<file path="src/rtl/snitch_icache_pkg.sv">
// Shared instruction-cache types: per-port L0 event vector and performance-counter helpers.
package snitch_icache_pkg;

    // Bit position in the packed struct is the event index (l0_stall is bit 0).
    typedef struct packed {
        logic l0_miss;
        logic l0_hit;
        logic l0_prefetch;
        logic l0_double_hit;
        logic l0_stall;
    } icache_events_t;

    localparam int unsigned NR_ICACHE_EVENTS = $bits(icache_events_t);

    typedef enum logic [2:0] {
        STALL      = 3'd0,
        DOUBLE_HIT = 3'd1,
        PREFETCH   = 3'd2,
        HIT        = 3'd3,
        MISS       = 3'd4
    } icache_event_idx_e;

    typedef struct packed {
        logic [6:0] cnt_width;
        logic       saturate;
        logic       shadow;
    } perf_cnt_cfg_t;

    // Flat position of a (port, event) pair in the overflow vector.
    function automatic int unsigned ovf_idx(input int unsigned port, input int unsigned ev);
        return port * NR_ICACHE_EVENTS + ev;
    endfunction

endpackage

</file>
<file path="src/rtl/snitch_icache_perf_cnt_cell.sv">
// One event counter with clear, wrap/saturate overflow handling and a sticky overflow flag.
module snitch_icache_perf_cnt_cell #(
    parameter int unsigned CNT_WIDTH = 32,
    parameter bit          SATURATE  = 1'b0
) (
    input  logic                 clk_i,
    input  logic                 rst_i,
    input  logic                 inc_i,
    input  logic                 clear_i,
    output logic [CNT_WIDTH-1:0] cnt_o,
    output logic                 ovf_o
);

    logic [CNT_WIDTH-1:0] cnt_q;
    logic                 ovf_q;
    logic [CNT_WIDTH:0]   sum;

    // The extra top bit is the carry-out, which is exactly the overflow condition.
    assign sum = {1'b0, cnt_q} + {{CNT_WIDTH{1'b0}}, 1'b1};

    always_ff @(posedge clk_i) begin
        if (rst_i || clear_i) begin
            cnt_q <= '0;
            ovf_q <= 1'b0;
        end else if (inc_i) begin
            if (sum[CNT_WIDTH]) begin
                ovf_q <= 1'b1;
            end
            if (!(SATURATE && sum[CNT_WIDTH])) begin
                cnt_q <= sum[CNT_WIDTH-1:0];
            end
        end
    end

    assign cnt_o = cnt_q;
    assign ovf_o = ovf_q;

endmodule

</file>
<file path="src/rtl/snitch_icache_perf_cnt.sv">
// Per-port instruction-cache event counter bank with snapshot shadow, overflow irq and
// a registered single-cycle read port.
module snitch_icache_perf_cnt
    import snitch_icache_pkg::*;
#(
    parameter int unsigned NR_FETCH_PORTS = 2,
    parameter int unsigned CNT_WIDTH      = 32,
    parameter bit          SATURATE       = 1'b0,
    parameter bit          SHADOW         = 1'b1,
    localparam int unsigned PortIdxW      = (NR_FETCH_PORTS > 1) ? $clog2(NR_FETCH_PORTS) : 1
) (
    input  logic                                     clk_i,
    input  logic                                     rst_i,
    input  icache_events_t [NR_FETCH_PORTS-1:0]      events_i,
    input  logic                                     enable_i,
    input  logic                                     clear_i,
    input  logic                                     snapshot_i,
    input  logic                                     rd_req_i,
    input  logic [PortIdxW-1:0]                      rd_port_i,
    input  logic [2:0]                               rd_event_i,
    output logic                                     rd_valid_o,
    output logic [CNT_WIDTH-1:0]                     rd_data_o,
    output logic                                     rd_err_o,
    output logic [NR_FETCH_PORTS*NR_ICACHE_EVENTS-1:0] ovf_o,
    output logic                                     irq_o
);

    logic [CNT_WIDTH-1:0] live   [NR_FETCH_PORTS][NR_ICACHE_EVENTS];
    logic [CNT_WIDTH-1:0] shadow_q [NR_FETCH_PORTS][NR_ICACHE_EVENTS];
    logic [NR_FETCH_PORTS*NR_ICACHE_EVENTS-1:0] ovf;

    for (genvar p = 0; p < NR_FETCH_PORTS; p++) begin : gen_port
        for (genvar e = 0; e < NR_ICACHE_EVENTS; e++) begin : gen_event
            snitch_icache_perf_cnt_cell #(
                .CNT_WIDTH (CNT_WIDTH),
                .SATURATE  (SATURATE)
            ) i_cell (
                .clk_i   (clk_i),
                .rst_i   (rst_i),
                .inc_i   (enable_i & events_i[p][e]),
                .clear_i (clear_i),
                .cnt_o   (live[p][e]),
                .ovf_o   (ovf[ovf_idx(p, e)])
            );
        end
    end

    // Snapshot takes the pre-edge live values, so same-cycle increments and clears are excluded.
    always_ff @(posedge clk_i) begin
        if (rst_i) begin
            shadow_q <= '{default: '0};
        end else if (snapshot_i) begin
            shadow_q <= live;
        end
    end

    logic                 rd_hit;
    logic [CNT_WIDTH-1:0] rd_sel;

    // A matching (port, event) pair exists only for in-range indices; no match means error.
    always_comb begin
        rd_hit = 1'b0;
        rd_sel = '0;
        for (int p = 0; p < NR_FETCH_PORTS; p++) begin
            for (int e = 0; e < NR_ICACHE_EVENTS; e++) begin
                if (rd_port_i == PortIdxW'(p) && rd_event_i == 3'(e)) begin
                    rd_hit = 1'b1;
                    rd_sel = SHADOW ? shadow_q[p][e] : live[p][e];
                end
            end
        end
    end

    logic                 rd_valid_q;
    logic [CNT_WIDTH-1:0] rd_data_q;
    logic                 rd_err_q;
    logic                 irq_q;

    always_ff @(posedge clk_i) begin
        if (rst_i) begin
            rd_valid_q <= 1'b0;
            rd_data_q  <= '0;
            rd_err_q   <= 1'b0;
            irq_q      <= 1'b0;
        end else begin
            rd_valid_q <= rd_req_i;
            irq_q      <= |ovf;
            if (rd_req_i) begin
                rd_data_q <= rd_hit ? rd_sel : '0;
                rd_err_q  <= ~rd_hit;
            end
        end
    end

    assign rd_valid_o = rd_valid_q;
    assign rd_data_o  = rd_data_q;
    assign rd_err_o   = rd_err_q;
    assign ovf_o      = ovf;
    assign irq_o      = irq_q;

endmodule

</file>
<file path="config.mk">
export PLATFORM = sky130hd
export DESIGN_NAME = snitch_icache_perf_cnt
export DESIGN_NICKNAME = d
export VERILOG_FILES = /design/src/rtl/snitch_icache_pkg.sv /design/src/rtl/snitch_icache_perf_cnt_cell.sv /design/src/rtl/snitch_icache_perf_cnt.sv
export SDC_FILE = /design/constraint.sdc
export NUM_CORES = 1
export LEC_CHECK = 0
export CORE_MARGIN = 2
export CORE_UTILIZATION = 30
export DETAILED_ROUTE_END_ITERATION = 8
export SYNTH_ARGS = -nofsm -noshare
export SYNTH_HDL_FRONTEND = slang
export SYNTH_SLANG_ARGS = --single-unit
</file>
<file path="constraint.sdc">
create_clock -name clk_i -period 2.6 [get_ports clk_i]
set_clock_uncertainty 0.2 [all_clocks]
set_input_delay 0.26 -clock clk_i [delete_from_list [all_inputs] [get_ports clk_i]]
set_output_delay 0.26 -clock clk_i [all_outputs]
set_load 0.02 [all_outputs]
</file>
==> flow_summary.ini <==
[timing]
final_max_slew_viol_count = 0
fmax_ghz = 0.402
min_period_ns = 2.49
worst_pin_slew_ns = 1.31
period_share_pct = 95.6
rsz0062_at_grt = false
relSlewSlack_pct = 12.9
finalSetupViolations = 0
hold_ws_ns = 0.0301
hold_violations = 0

[worst_setup_path]
crit_type = reg2out
crit_path_top_delay_cell = clkdlybuf4s50_1
path_cells = clkdlybuf4s50_1
path_max_fanout = 3
end_kind = output port
r2r-end = gen_port[1].gen_event[0].i_cell.cnt_o[30]$_SDFFE_PP0P_
crit_required_ns = 2.14
crit_path_end = ovf_o[5]
r2r_cells = 4
r2r_start = gen_port[1].gen_event[0].i_cell.cnt_o[3]$_SDFFE_PP0P_
critPathLaunchType = register
r2r_setup_slack_ns = 0.12
startpoint = gen_port[1].gen_event[0].i_cell.ovf_o$_SDFFE_PP0P_
path_delay_family = buffers and inverters
worstPathArrival_ns = 2.03
cp_num_buf_inv = 1
path_depth = 1
max_stage_delay_ns = 0.71

[grt]
grt_max_degree = 88
grt.overflow.total = 0
grt_pass1_wl_mm = 150
grt_pass1_vias = 24000
grt.total_usage_pct = 17.9
antenna_found_initial = 4

[layout]
fin_area_mm2 = 0.0366
syn2layout_area_growth_pct = 16.9
finalNonFillerCells = 4993
nNetsFinal = 3585
drive_above_1_share_pct = 8.80
utilization_pct = 35.4
n_fill_cell = 10500

[placement]
io_buffer_count = 64
place_congestion = 0.892
placed_cells = 4855
dpl.hpwl_mm = 70.7
dpl-instance-area_mm2 = 0.0341

[synthesis]
syn_area_mm2 = 0.0313
synth_seq_cells = 685
async_reset_ff_share_pct = 0
syn_nets = 3565
synth_cell_types = 65
ys_seq_area_share_pct = 43.8
syn_avg_cell_area_um2 = 8.87
synth-edff-count = 0
ys_warn_count = 0
synth_ff_type = dfxtp_1
synth_cells = 3535

[clock_network]
cts_hold_buf = 3
cts_buffers = 75
clock_sinks = 685
clkTransAtPathRegs_ns = 0.06
clkLatencyLatePin_ns = 0.66
h-tree-depth = 3
clk_path_buf_depth = 3
cts_setup_buffers = 0
cts_tree = yes
postCtsResizedCells = 0
clockRootBuffer = clkbuf_16

[route]
viasPerCell = 5.35
num_vias = 26700
drtIter0Drc = 2693
wl_per_cell_um = 19.8
dr.pass1.iters = 6
drc = 0
drt-total-wl_mm = 98.6
detail-route-antenna-nets = 0

[status]
status = finished, final reports clean

[floorplan]
die_w_um = 327
initial_core_util_pct = 30.3
dieHeight_um = 327
rows = 118
dieArea_mm2 = 0.107
io_pins = 65
coreArea_mm2 = 0.103

[power]
p_per_area_mw_per_mm2 = 618
power.total_w = 0.0227
power_leakage_nw = 12.7
ir_worst_vdd_v = 0.000408

[min_path]
hp-class = in2reg

[job]
maxCapViolCount = 0
==> routing by layer <==
| layer | routed length (um) | vias to the layer above | global-route usage, % |
|---|---|---|---|
| met5 | 0 | - | 0 |
| met4 | 2050 | 0 | 4.50 |
| met3 | 6480 | 110 | 2.89 |
| met2 | 42100 | 743 | 26.2 |
| met1 | 48000 | 12900 | 26.9 |
| li1 | - | 13000 | - |
==> state kept, by name, indices dropped and copies added (netlist names) <==
register                         flops
irq_o                                1
rd_err_o                             1
shadow_q                           320
rd_valid_o                           1
gen_port.gen_event.i_cell.ovf_o     10
rd_data_o                           32
gen_port.gen_event.i_cell.cnt_o    320
==> synth_stat cells, types with 28 or more instances <==
library cell / instances / area [um^2]
o22ai_1: 56 / 350
buf_1: 46 / 173
nand2_1: 154 / 578
xor2_1: 88 / 771
and4_1: 65 / 569
mux2i_1: 410 / 4100
or4_1: 106 / 796
o21ai_0: 59 / 295
nand2b_1: 30 / 188
a221oi_1: 28 / 245
nand3_1: 110 / 551
dfxtp_1: 685 / 13700
a21oi_1: 202 / 1010
inv_1: 76 / 285
o31ai_1: 106 / 796
or3_1: 92 / 576
o21a_1: 35 / 263
nor4_1: 38 / 238
nor3_1: 33 / 165
nand4_1: 106 / 663
nor2_1: 515 / 1930
clkbuf_1: 209 / 785
a211oi_1: 59 / 443
o2bb2ai_1: 29 / 254
==> layout by cell type, fill, tap and decap left out, types with 8 or more instances in the layout <==
cell and n:
nor2b_1 8, o21ai_0 59, o22ai_1 56, o41ai_1 20
dfxtp_1 685, mux2i_1 410, nor2_1 513, and4_1 65
clkbuf_1 13, clkbuf_8 16, xnor2_1 11, ha_1 10
nand4_1 106, o311ai_0 20, or4_1 106, o2bb2ai_1 29
clkinv_2 16, a211oi_1 59, inv_1 76, buf_12 24
and2_1 16, xor2_1 88, nand3_1 110, nor3_1 33
and3_1 16, clkbuf_16 75, clkdlybuf4s50_1 57, buf_4 142
a221oi_1 28, or3_1 92, nand2_1 154, o21a_1 35
nand2b_1 30, nor4_1 37, a21oi_1 202, o31ai_1 106
==> cells by family (layout without fill, tap and decap cells) <==
group / count (synthesis) / after routing / share of synthesized area (%)
simple gates: 1320 / 1320 / 21.6
flops: 685 / 685 / 43.8
compound gates: 643 / 643 / 13.5
mux: 413 / 413 / 13.2
buf+inv: 365 / 442 / 4.72
xor+xnor: 99 / 99 / 2.77
fa+ha+maj: 10 / 10 / 0.399
other cells: 0 / 1 / 0
==> worst register-to-register path, stage by stage, from the launching register on <==
cell	delay [ns]
dfxtp_1	0.47
nand4_1	0.24
or4_1	0.77
or4_1	0.55
a21oi_1	0.16
==> final cells by class <==
class                   count  area, um^2  share of cell area (%)
inverters                  76         285                   0.779
well taps                1380        1730                    4.71
clock inverters            31         398                    1.09
repair buffers            232        2210                    6.02
multi-input cells        2485       16200                    44.1
clock buffers             103        2130                    5.82
flip-flops and latches    685       13700                    37.4
diodes                      1        2.50                 0.00683
==> where the power goes <==
group	switching (W)	leakage [nW]	internal, W
registers	0.0000376	5.52	0.0105
logic	0.000774	5.94	0.000441
clock network	0.00465	1.24	0.00623
total	0.00546	12.7	0.0172
==> through the flow <==
stage / setup WS (ns) / TNS [ns]
floorplan: 0.449 / 0
global placement: -0.234 / -3.20
detailed placement: -0.140 / -0.755
CTS: 0.127 / 0
global route: 0.0498 / 0
finish: 0.114 / 0
==> worst min path at each step <==
stage	start	end	slack [ns]	cells past startpoint
final	rd_port_i	rd_data_o[31]$_SDFFE_PP0P_	0.03	5
after global routing	rd_port_i	rd_data_o[31]$_SDFFE_PP0P_	0.02	5
after CTS	rd_port_i	rd_data_o[31]$_SDFFE_PP0P_	0.005	5
after detailed placement	shadow_q[91]$_SDFFE_PP0P_	shadow_q[91]$_SDFFE_PP0P_	0.28	2
after global placement	gen_port[0].gen_event[2].i_cell.cnt_o[27]$_SDFFE_PP0P_	gen_port[0].gen_event[2].i_cell.cnt_o[27]$_SDFFE_PP0P_	0.27	2
after floorplan	events_i[1]	gen_port[0].gen_event[1].i_cell.cnt_o[1]$_SDFFE_PP0P_	0.22	2
Note: power is estimated with default switching activity, not from simulation.
